`config.mk`:
```
export PLATFORM = sky130hd
export DESIGN_NAME = lieat_sram_rd_arb
export DESIGN_NICKNAME = d
export VERILOG_FILES = /design/src/rtl/lieat_sram_rd_arb_pkg.sv /design/src/rtl/lieat_rr_arbiter.sv /design/src/rtl/lieat_sram_rd_arb.sv
export SDC_FILE = /design/constraint.sdc
export NUM_CORES = 1
export LEC_CHECK = 0
export BUFFER_PORTS_ARGS = -buffer_cell sky130_fd_sc_hd__clkbuf_2
export CAP_MARGIN = 20
export CORE_MARGIN = 2
export CORE_UTILIZATION = 40
export DETAILED_ROUTE_END_ITERATION = 10
export GPL_TIMING_DRIVEN = 0
export PLACE_DENSITY = 0.82
export SLEW_MARGIN = 20
export SYNTH_ARGS = -nofsm -noshare
export SYNTH_HDL_FRONTEND = slang
export SYNTH_SLANG_ARGS = --single-unit
```
`constraint.sdc`:
```
create_clock -name clk -period 1.7 [get_ports clk]
set_input_delay 0 -clock clk [delete_from_list [all_inputs] [get_ports clk]]
set_output_delay 0 -clock clk [all_outputs]
set_load 0.02 [all_outputs]
```
`src/rtl/lieat_sram_rd_arb_pkg.sv`:
```
// Shared constants and types for the SRAM read-channel arbiter and its helper arbiter.
package lieat_sram_rd_arb_pkg;

  localparam int ID_W    = 4;
  localparam int MAX_MST = 4;

  localparam logic [2:0] AXI_SIZE_1B = 3'd0;
  localparam logic [2:0] AXI_SIZE_2B = 3'd1;
  localparam logic [2:0] AXI_SIZE_4B = 3'd2;
  localparam logic [2:0] AXI_SIZE_8B = 3'd3;

  typedef enum logic [1:0] {
    ST_IDLE = 2'd0,
    ST_ADDR = 2'd1,
    ST_DATA = 2'd2
  } arb_state_e;

  // Index width for up to MAX_MST requesters.
  function automatic int idx_w(input int n);
    return (n > 2) ? 2 : 1;
  endfunction

endpackage

```
`src/rtl/lieat_rr_arbiter.sv`:
```
// Combinational rotating-priority arbiter: the search starts at ptr_i and wraps.
// A ptr_i tied to zero degenerates to fixed lowest-index priority.
module lieat_rr_arbiter #(
  parameter int N     = 2,
  parameter int IDX_W = 1
) (
  input  logic [N-1:0]     req_i,
  input  logic [IDX_W-1:0] ptr_i,
  output logic [N-1:0]     gnt_o,
  output logic [IDX_W-1:0] idx_o,
  output logic             vld_o
);

  always_comb begin
    gnt_o = '0;
    idx_o = '0;
    vld_o = 1'b0;
    // First pass covers [ptr, N), second pass wraps over [0, ptr).
    for (int j = 0; j < N; j++) begin
      if (!vld_o && (j >= int'(ptr_i)) && req_i[j]) begin
        vld_o    = 1'b1;
        gnt_o[j] = 1'b1;
        idx_o    = IDX_W'(j);
      end
    end
    for (int j = 0; j < N; j++) begin
      if (!vld_o && (j < int'(ptr_i)) && req_i[j]) begin
        vld_o    = 1'b1;
        gnt_o[j] = 1'b1;
        idx_o    = IDX_W'(j);
      end
    end
  end

endmodule

```
`src/rtl/lieat_sram_rd_arb.sv`:
```
// Shares one SRAM AXI read port between NUM_MST requesters, one read in flight.
// Build option LIEAT_ARB_RR_EN selects round-robin; otherwise fixed lowest-index priority.
module lieat_sram_rd_arb
  import lieat_sram_rd_arb_pkg::*;
#(
  parameter int NUM_MST = 2,
  parameter int ADDR_W  = 32,
  parameter int DATA_W  = 32
) (
  input  logic                    clk,
  input  logic                    rstn,
  input  logic [NUM_MST-1:0]      m_arvalid,
  output logic [NUM_MST-1:0]      m_arready,
  input  logic [NUM_MST*ADDR_W-1:0] m_araddr,
  input  logic [NUM_MST*3-1:0]    m_arsize,
  output logic [NUM_MST-1:0]      m_rvalid,
  input  logic [NUM_MST-1:0]      m_rready,
  output logic [DATA_W-1:0]       m_rdata,
  output logic                    m_rerr,
  output logic                    sram_axi_arvalid,
  input  logic                    sram_axi_arready,
  output logic [31:0]             sram_axi_araddr,
  output logic [2:0]              sram_axi_arsize,
  output logic [ID_W-1:0]         sram_axi_arid,
  input  logic                    sram_axi_rvalid,
  output logic                    sram_axi_rready,
  input  logic [31:0]             sram_axi_rdata,
  input  logic [ID_W-1:0]         sram_axi_rid
);

  localparam int IDX_W = idx_w(NUM_MST);

  arb_state_e       state_q, state_d;
  logic [ADDR_W-1:0] addr_q, addr_d;
  logic [2:0]       size_q, size_d;
  logic [IDX_W-1:0] grant_q, grant_d;
  logic             rerr_q, rerr_d;

  logic [NUM_MST-1:0] arb_gnt;
  logic [IDX_W-1:0]   arb_idx;
  logic               arb_vld;
  logic [IDX_W-1:0]   ptr;
  logic [NUM_MST-1:0] arready_c;

  lieat_rr_arbiter #(.N(NUM_MST), .IDX_W(IDX_W)) u_arb (
    .req_i (m_arvalid),
    .ptr_i (ptr),
    .gnt_o (arb_gnt),
    .idx_o (arb_idx),
    .vld_o (arb_vld)
  );

`ifdef LIEAT_ARB_RR_EN
  logic [IDX_W-1:0] ptr_q, ptr_d;

  always_comb begin
    ptr_d = ptr_q;
    if (state_q == ST_IDLE && arb_vld)
      ptr_d = IDX_W'((int'(arb_idx) + 1) % NUM_MST);
  end

  always_ff @(posedge clk or negedge rstn) begin
    if (!rstn) ptr_q <= '0;
    else       ptr_q <= ptr_d;
  end

  assign ptr = ptr_q;
`else
  assign ptr = '0;
`endif

  always_comb begin
    state_d          = state_q;
    addr_d           = addr_q;
    size_d           = size_q;
    grant_d          = grant_q;
    rerr_d           = 1'b0;
    arready_c        = '0;
    sram_axi_arvalid = 1'b0;
    sram_axi_rready  = 1'b0;
    m_rvalid         = '0;
    m_rdata          = '0;
    case (state_q)
      ST_IDLE: begin
        rerr_d = sram_axi_rvalid;
        if (arb_vld) begin
          arready_c = arb_gnt;
          addr_d    = m_araddr[int'(arb_idx)*ADDR_W +: ADDR_W];
          size_d    = m_arsize[int'(arb_idx)*3 +: 3];
          grant_d   = arb_idx;
          state_d   = ST_ADDR;
        end
      end
      ST_ADDR: begin
        rerr_d           = sram_axi_rvalid;
        sram_axi_arvalid = 1'b1;
        if (sram_axi_arready) state_d = ST_DATA;
      end
      ST_DATA: begin
        sram_axi_rready   = m_rready[grant_q];
        m_rvalid[grant_q] = sram_axi_rvalid;
        m_rdata           = DATA_W'(sram_axi_rdata);
        // Flag a wrong ID once, on the completing beat; the beat is still delivered.
        if (sram_axi_rvalid && m_rready[grant_q]) begin
          rerr_d  = (sram_axi_rid != ID_W'(grant_q));
          state_d = ST_IDLE;
        end
      end
      default: state_d = ST_IDLE;
    endcase
  end

  // Arbitration is combinational, so keep the grant quiet while reset is held.
  assign m_arready       = arready_c & {NUM_MST{rstn}};
  assign sram_axi_araddr = 32'(addr_q);
  assign sram_axi_arsize = size_q;
  assign sram_axi_arid   = ID_W'(grant_q);
  assign m_rerr          = rerr_q;

  always_ff @(posedge clk or negedge rstn) begin
    if (!rstn) begin
      state_q <= ST_IDLE;
      addr_q  <= '0;
      size_q  <= '0;
      grant_q <= '0;
      rerr_q  <= 1'b0;
    end else begin
      state_q <= state_d;
      addr_q  <= addr_d;
      size_q  <= size_d;
      grant_q <= grant_d;
      rerr_q  <= rerr_d;
    end
  end

endmodule

```
==> impl_results.md, run 1 <==
- Top cell type's share of synthesized area: 39.5%
- Final hold vios: 39
- WL/cell: 14.4 µm
- EDFF count, synth: 0
- Clock share of power: 13.2%
- Initial antenna violation count: 0
- Max cap viols: 0
- # DRC: 0
- Outcome: finished with violations
- Main area contributors after synthesis: dfrtp_1, mux2_4, and2_1
- Later-pin clock latency in the skew report: between 0.2 and 0.3 ns
- Num CTS Buffers: 5
- Failing checks: hold timing
- Comb power frac: 58.2%
- Area post-placement: roughly 3500 µm²
- Crit-path max FO: 10
- Most common cell in the netlist: mux2_4
- Most used cell, CP: buf_6
- # IOs: about 190
- Min cycle time layout: 1.59 ns
- Crit start category: register
- Vias per Instance: 4.56
- Critical Path End Type: register
- Layout Utilization: 61.7%
- Ys Warns: 0
- Fmax achieved: 0.628 GHz
- GP Congestion: 0.789
- Number of routed nets with antenna violations: 0
- Total track usage: 17.5%
- DRT iter0 DRCs: 9
- First-pass iteration count of the detailed router: 4
- Buffer levels on the longest clock path: 2
- Leak pwr: 2.09 nW
- Net Sw Power: 2.37 mW
- Area growth syn-to-layout: 48.6%
- Yosys reg bits: 39
- Setup violators final: 0
- HP Class: input port to asynchronous set/reset pin
- Setup TNS: 0 ns
- Core area: 5960 µm²
- TritonCTS clock tree: yes
- Switching portion of total power: 39.9%
- Fin area: 3670 µm²
- Fin Hold WS: -0.176 ns
- Row cnt: 28
- Total global routing overflow: 0
- Nets@finish: 496
- Die area: about 6800 µm²
- Inserted Diodes: 0
- Final Slew Violations: 0
- Pin count of the biggest net entering global routing: between 40 and 50
- Die Ht: 82.6 µm
- Cells after Synth: 181
- Setup Skew: ~0.0028 ns
- Synthesized area per cell: approximately 14 µm²
- Synth top cells by count: mux2_4, dfrtp_1, and2_1, mux2_2, buf_6
- Routed via count: 2088
- Vias in the first global route: 2052
- P_int: between 3 and 4 mW
- Post-synth top area cell: dfrtp_1
- Port bufs: 188
- Critical Path, Cell by Cell: nor2_1, o21a_1, buf_6, buf_6, mux2_4
- Pwr/cell area: 1610 nW/µm²
- WL final: 6600 µm
- Initial Utilization: 41.5%
- Rel. slew slack: 42.4%
- Slowest stage cell, crit path: dfrtp_1
- Sequential area share after synthesis: 39.5%
- DP Wirelength: 5310 µm
- Slew @ Worst Pin: 0.864 ns
- Worst path max stage delay: 0.40 ns
- CTS Hold Bufs: 3
- Critical Path AT: 1.76 ns
- Asr flop ratio synth: between 90% and 100%
- Clock root cell: clkbuf_8
- TritonCTS Sinks: 39
- CTS H-tree depth: 2
- Mapped Area: about 2500 µm²
- First-pass GRT wire length: 9090 µm
- Sequential share of power: 28.7%
- Worst setup path category: register to register
- Worst-path clk slew: ~0.070 ns
- Layout cells sized above 1: about 75%
- Number of distinct library cells after synthesis: 22
- Die Wd: 82.6 µm
- RSZ-0062 raised after global routing: no
- Crit share post-route: a little over nine tenths
- Synth Flop Type: dfrtp_1
- Data required time of the worst path: about 1.9 ns
- Maximum vdd drop: 815 µV
-- path summary, 6_finish.rpt --
kind | cells after the start | slack (ns) | endpoint | from
min in group clk | 3 | 0.02 | grant_q | m_arvalid[1]
hold reg to reg | 1 | 0.52 | sram_axi_arsize[0] | sram_axi_arsize[0]
setup / recovery | 5 | 0.11 | sram_axi_araddr[18] | state_q[1]
setup reg to reg | 5 | 0.11 | sram_axi_araddr[18] | state_q[1]
hold / removal | 1 | -0.18 | sram_axi_araddr[19] | rstn
max in group asynchronous | 1 | 1.33 | sram_axi_araddr[26] | rstn
-- state kept, by name, summed over array words and instances (netlist names) --
register         count
grant_q              1
state_q              2
m_rerr               1
sram_axi_arsize      3
sram_axi_araddr     32
-- timing repair --
item	CTS	global route
hold endpoints to repair	43	39
gates cloned	0	0
setup buffers	0	1
resized for setup	3	3
pin swaps	0	0
setup endpoints to repair	30	53
-- metal layers --
metal	track usage, %	routed length [µm]	vias up
met3	4.13	549	8
li1	-	-	1009
met1	18.5	2380	961
met2	34.4	3590	110
met4	4.75	82	0
met5	0	0	-
-- placed cells by master, fill, tap and decap left out, drive strengths merged --
master,n
a21o,1
a21oi,3
a22o,1
and2,32
and3,3
buf,15
bufinv,1
clkbuf,196
clkinv,1
conb,3
dfrtp,39
dlygate4sd3,3
inv,2
mux2,71
nand2,3
nor2,2
nor2b,3
o21a,1
o21ai,1
or4b,1
xor2,1
-- critical path, delay by kind of cell (launching register included) --
| kind | cells | cell delay [ns] |
|---|---|---|
| AO/OA/AOI/OAI | 1 | 0.18 |
| buffers and inverters | 2 | 0.34 |
| AND/OR/NAND/NOR | 1 | 0.23 |
| multiplexers | 1 | 0.31 |
| flip-flops | 1 | 0.40 |
-- area by class of cell --
class	instances	area (µm²)
tap	75	93.8
sequential	39	976
multi-input combinational	126	1350
buffer	16	151
inverter	2	7.51
timing repair buffer	192	978
clock inverter	2	35.0
clock buffer	6	82.6
fill	499	2280
-- stage by stage --
stage	total power, mW	worst slack (ns)	cells
4_1_cts	6.00	0.0280	457
2_1_floorplan	4.08	0.254	183
6_report	5.93	0.108	458
5_1_grt	6.28	0.0120	458
3_5_place_dp	5.16	0.0585	446
3_3_place_gp	5.06	0.0877	446
-- kinds of logic after synthesis --
logic type | share of synthesized area (%)
XOR/XNOR | 0.354
AO/OA/AOI/OAI | 1.77
other | 0.152
AND/OR/NAND/NOR | 10.9
multiplexers | 41.1
flip-flops | 39.5
buffers and inverters | 6.22
-- power by group through the flow --
stage | combinational, mW | clock, mW | sequential [mW]
floorplan | 1.87 | 0 | 2.21
global placement | 3.37 | 0 | 1.69
detailed placement | 3.44 | 0 | 1.72
CTS | 3.47 | 0.814 | 1.71
global route | 3.67 | 0.851 | 1.76
finish | 3.45 | 0.781 | 1.70
Power figures use the tool's default switching activity.
==> run 2, diff against run 1 <==
--- a/config.mk
+++ b/config.mk
@@ -9,3 +9,3 @@
 export CAP_MARGIN = 20
-export CORE_MARGIN = 2
+export CORE_MARGIN = 4
 export CORE_UTILIZATION = 40
@@ -13,2 +13,3 @@
 export GPL_TIMING_DRIVEN = 0
+export HOLD_SLACK_MARGIN = 0.15
 export PLACE_DENSITY = 0.82
==> constraint.sdc (replaced) <==
create_clock -name clk -period 1.7 [get_ports clk]
set_input_delay 0.17 -clock clk [delete_from_list [all_inputs] [get_ports clk]]
set_output_delay 0.17 -clock clk [all_outputs]
set_load 0.02 [all_outputs]
==> impl_results.md, run 2 (synthesized netlist as in run 1, its figures left out) <==
- First-pass GRT wire length: 10300 µm
- CTS H-tree depth: 2
- Nets@finish: 497
- Min cycle time layout: 1.64 ns
- Slowest stage cell, crit path: dfrtp_1
- Inserted Diodes: 0
- DRT iter0 DRCs: 12
- CTS Hold Bufs: 2
- Data required time of the worst path: 1.87 ns
- Initial antenna violation count: 0
- Worst-path clk slew: 0.07 ns
- WL/cell: 14.6 µm
- Number of flip-flops in the largest register: 32
- Routed via count: 2123
- Layout cells sized above 1: between 70% and 80%
- TritonCTS clock tree: yes
- Fin Hold WS: roughly 0.0035 ns
- # IOs: roughly 190
- Critical Path, Cell by Cell: buf_4, nor2_2, o21a_1, buf_6, buf_8, mux2_4
- Area of the multi-input gates: between 1000 and 1500 µm²
- Leading cell type in the layout, fill and taps excluded: clkbuf_2
- Initial Utilization: 41.5%
- FILL cells: 484
- Setup WS pre-CTS: roughly 0.037 ns
- Area post-placement: 3510 µm²
- RSZ-0062 raised after global routing: yes
- TritonCTS Sinks: 39
- R2R depth: 6
- Fmax achieved: roughly 0.61 GHz
- Number of routed nets with antenna violations: 0
- Pin count of the biggest net entering global routing: 42
- Critical path depth: 6
- Buf/Inv on CP: 3
- Port bufs: 188
- Vias in the first global route: 2309
- Total global routing overflow: 0
- DP Wirelength: between 5000 and 6000 µm
- Die Ht: 86.6 µm
- Total track usage: 17.1%
- Worst setup path category: register to register
- Final Slew Violations: 0
- Later-pin clock latency in the skew report: roughly 0.28 ns
- Max cap viols: 0
- Crit-path max FO: 10
- # DRC: 0
- Num CTS Buffers: 5
- Final setup margin: 0.0584 ns
- Setup TNS: 0 ns
- Area growth syn-to-layout: 50.9%
- Critical Path End Type: register
- Maximum vdd drop: between 800 and 900 µV
- Crit share post-route: 96.6%
- Outcome: complete, no violations
- Vias per Instance: 4.63
- Final hold vios: 0
- Clock root cell: clkbuf_8
- Critical Path AT: between 1.5 and 2 ns
- Worst path top cell family by delay: buffers and inverters
- Worst path max stage delay: 0.40 ns
- Setup violators final: 0
- Rel. slew slack: 41.0%
- Crit start category: register
- HP Class: input port to asynchronous set/reset pin
- Fin area: 3730 µm²
- WL final: 6700 µm
- GP Congestion: 0.757
- First-pass iteration count of the detailed router: 4
- Leak pwr: roughly 2.1 nW
- Core area: 5960 µm²
- Row cnt: 28
- Pwr/cell area: 1650 nW/µm²
- Die Wd: 86.6 µm
- Die area: 7500 µm²
- Slew @ Worst Pin: 0.884 ns
- Sequential cell area: approximately 1000 µm²
- Most frequent cells in the layout: clkbuf_2, mux2_4, dfrtp_1
- Setup Skew: 0.00591 ns
- Buffer levels on the longest clock path: 2
-- run 2: worst reg2reg max path: stages (launching register included) --
cell and delay [ns]:
dfrtp_1 0.40, buf_4 0.15, nor2_2 0.16, o21a_1 0.17
buf_6 0.16, buf_8 0.17, mux2_4 0.32
-- run 2: what timing repair did --
item,in CTS,in global routing
setup buffers,2,1
setup endpoints to repair,30,59
hold endpoints to repair,42,39
gates resized for setup,6,32
-- run 2: path summary, 6_finish.rpt --
kind                                       endpoint  slack, ns           startpoint
worst min register to register  sram_axi_araddr[11]       0.51  sram_axi_araddr[11]
max in group asynchronous        sram_axi_arsize[2]       1.14                 rstn
worst min-delay path            sram_axi_araddr[20]      0.003                 rstn
min in group clk                             m_rerr       0.17      sram_axi_rvalid
worst max register to register  sram_axi_araddr[15]       0.06           state_q[1]
worst max-delay path            sram_axi_araddr[15]       0.06           state_q[1]
-- run 2: metrics by stage --
stage / instances / total power, mW / utilization [%]
final: 459 / 6.14 / 62.6
after global routing: 459 / 6.51 / 62.6
after CTS: 458 / 6.13 / 62.0
after detailed placement: 446 / 5.14 / 59.0
after global placement: 446 / 5.08 / 59.0
after floorplan: 183 / 4.08 / -
-- run 2: layer usage --
metal | routed length [µm] | share of wire [%] | track usage, % | vias to the layer above
li1 | - | - | - | 1011
met1 | 2550 | 38 | 19.5 | 995
met2 | 3500 | 52 | 31.4 | 112
met3 | 587 | 8.8 | 4.75 | 5
met4 | 61 | 0.91 | 3.97 | 0
met5 | 0 | 0 | 0 | -
-- run 2: power by group --
part	internal, mW	switching (mW)
clock	0.587	0.316
sequential	1.41	0.282
combinational	1.77	1.78
total	3.76	2.38
-- run 2: final cells by class --
class / count / area share (%)
multi-input cells: 126 / 36.3
repair buffers: 193 / 26.7
flip-flops and latches: 39 / 26.2
plain buffers: 16 / 4.63
well taps: 75 / 2.52
clock buffers: 6 / 1.95
clock inverters: 2 / 1.61
inverters: 2 / 0.201
==> run 3, diff against run 2 <==
CORE_ASPECT_RATIO = 0.7   (was not set)
==> impl_results.md, run 3 (synthesized netlist as in run 1, its figures left out) <==
- Layout cells sized above 1: 74.9%
- Worst setup path category: register to primary output
- Pin count of the biggest net entering global routing: 42
- First-pass iteration count of the detailed router: 4
- Number of routed nets with antenna violations: 0
- Area post-placement: 3510 µm²
- R2R Path End: sram_axi_araddr[12]
- Vias in the first global route: 2227
- WL final: 7080 µm
- Buf/Inv on CP: 3
- Crit start category: register
- DRT iter0 DRCs: 28
- Die Ht: 73.8 µm
- R2R depth: 5
- Crit share post-route: 96.8%
- Critical Path AT: 1.48 ns
- Num CTS Buffers: 5
- Most used cell, CP: buf_4
- CTS H-tree depth: 2
- Die Wd: just over 100 µm
- Slew @ Worst Pin: ~0.87 ns
- Die area: 7520 µm²
- Later-pin clock latency in the skew report: 0.28 ns
- R2R setup slack: ~0.13 ns
- Routed via count: 2096
- TritonCTS Sinks: 39
- Setup Skew: 0.00642 ns
- Nets@finish: around 500
- Worst-path clk slew: 0.07 ns
- Data required time of the worst path: approximately 1.5 ns
- DP Wirelength: between 5000 and 6000 µm
- Inserted Diodes: 0
- Area growth syn-to-layout: 48.5%
- Layout Utilization: 62.9%
- Clock root cell: clkbuf_8
- Slowest stage cell, crit path: dfrtp_1
- Outcome: complete, no violations
- Most frequent cells in the layout: clkbuf_2, mux2_4, dfrtp_1
- Initial antenna violation count: 0
- Critical Path, Cell by Cell: nor2b_1, buf_4, clkbuf_4, and2_1, buf_4
- Worst path top cell family by delay: buffers and inverters
- Initial Utilization: around 42%
- # DRC: 0
- Max cap viols: 0
- Worst path max stage delay: approximately 0.4 ns
- Row cnt: 23
- First-pass GRT wire length: 10400 µm
- Vias per Instance: 4.58
- Pwr/cell area: 1590 nW/µm²
- Core area: 5840 µm²
- R2R Path Start: state_q[0]
- TritonCTS clock tree: yes
- Setup violators final: 0
- Fin area: roughly 3700 µm²
- Critical Path End Type: primary output
- HP Class: input port to asynchronous set/reset pin
- Buffer levels on the longest clock path: 2
- Final hold vios: 0
- Critical path depth: 5
- Min cycle time layout: approximately 1.6 ns
- Total track usage: between 15 and 20%
- Total global routing overflow: 0
- Port bufs: 188
- GP Congestion: slightly above 0.8
- Number of flip-flops in the largest register: 32
- WL/cell: 15.5 µm
- Fmax achieved: 0.608 GHz
- Leading cell type in the layout, fill and taps excluded: clkbuf_2
- Final Slew Violations: 0
- # IOs: 192
- CTS Hold Bufs: 3
- Rel. slew slack: 42.3%
- Crit-path max FO: 10
- Leak pwr: 2.09 nW
- Maximum vdd drop: ~730 µV
-- run 3: layout make-up --
type	count	area, µm²
Fill cell	463	2170
Multi-Input combinational cell	126	1350
Timing Repair Buffer	193	993
Sequential cell	39	976
Buffer	16	161
Tap cell	75	93.8
Clock buffer	6	82.6
Inverter	2	7.51
Clock inverter	1	5.00
-- run 3: worst register-to-register path: stages, from the launching register on --
cell     delay, ns
dfrtp_1       0.40
nor2_2        0.22
o21a_1        0.17
buf_6         0.15
buf_6         0.19
mux2_4        0.32
-- run 3: per-stage QoR --
stage,instances,total power [mW],setup WS [ns],hold WS (ns),setup TNS [ns]
global route,458,6.18,-0.00708,0.0790,-0.0300
CTS,457,5.85,0.0115,0.0772,0
finish,458,5.83,0.0545,0.00798,0
floorplan,183,4.08,0.253,-0.126,0
detailed placement,446,5.17,0.0376,0.386,0
global placement,446,5.10,0.0610,0.379,0
-- run 3: report_power, final --
part | internal, mW | switching [mW]
combinational | 1.72 | 1.80
sequential | 1.41 | 0.291
clock | 0.318 | 0.291
total | 3.45 | 2.38
-- run 3: metal layers --
layer	wire, µm	track usage [%]
met1	2570	19.3
met2	3640	33.8
met3	786	5.79
met4	78	4.51
met5	0	0
-- run 3: worst max-delay path by stage --
stage	from	to	slack (ns)
floorplan	state_q[1]	m_rvalid[0]	0.25
global placement	state_q[1]	m_rdata[28]	0.06
detailed placement	state_q[1]	sram_axi_araddr[12]	0.04
CTS	state_q[0]	m_rdata[28]	0.01
global route	state_q[1]	m_rdata[28]	-0.007
finish	state_q[1]	m_rdata[28]	0.05
-- run 3: timing repair --
action / CTS / global route
buffers inserted: 1 / 1
setup endpoints to repair: 30 / 58
endpoints found under the hold margin: 43 / 39
gates resized for setup: 5 / 20
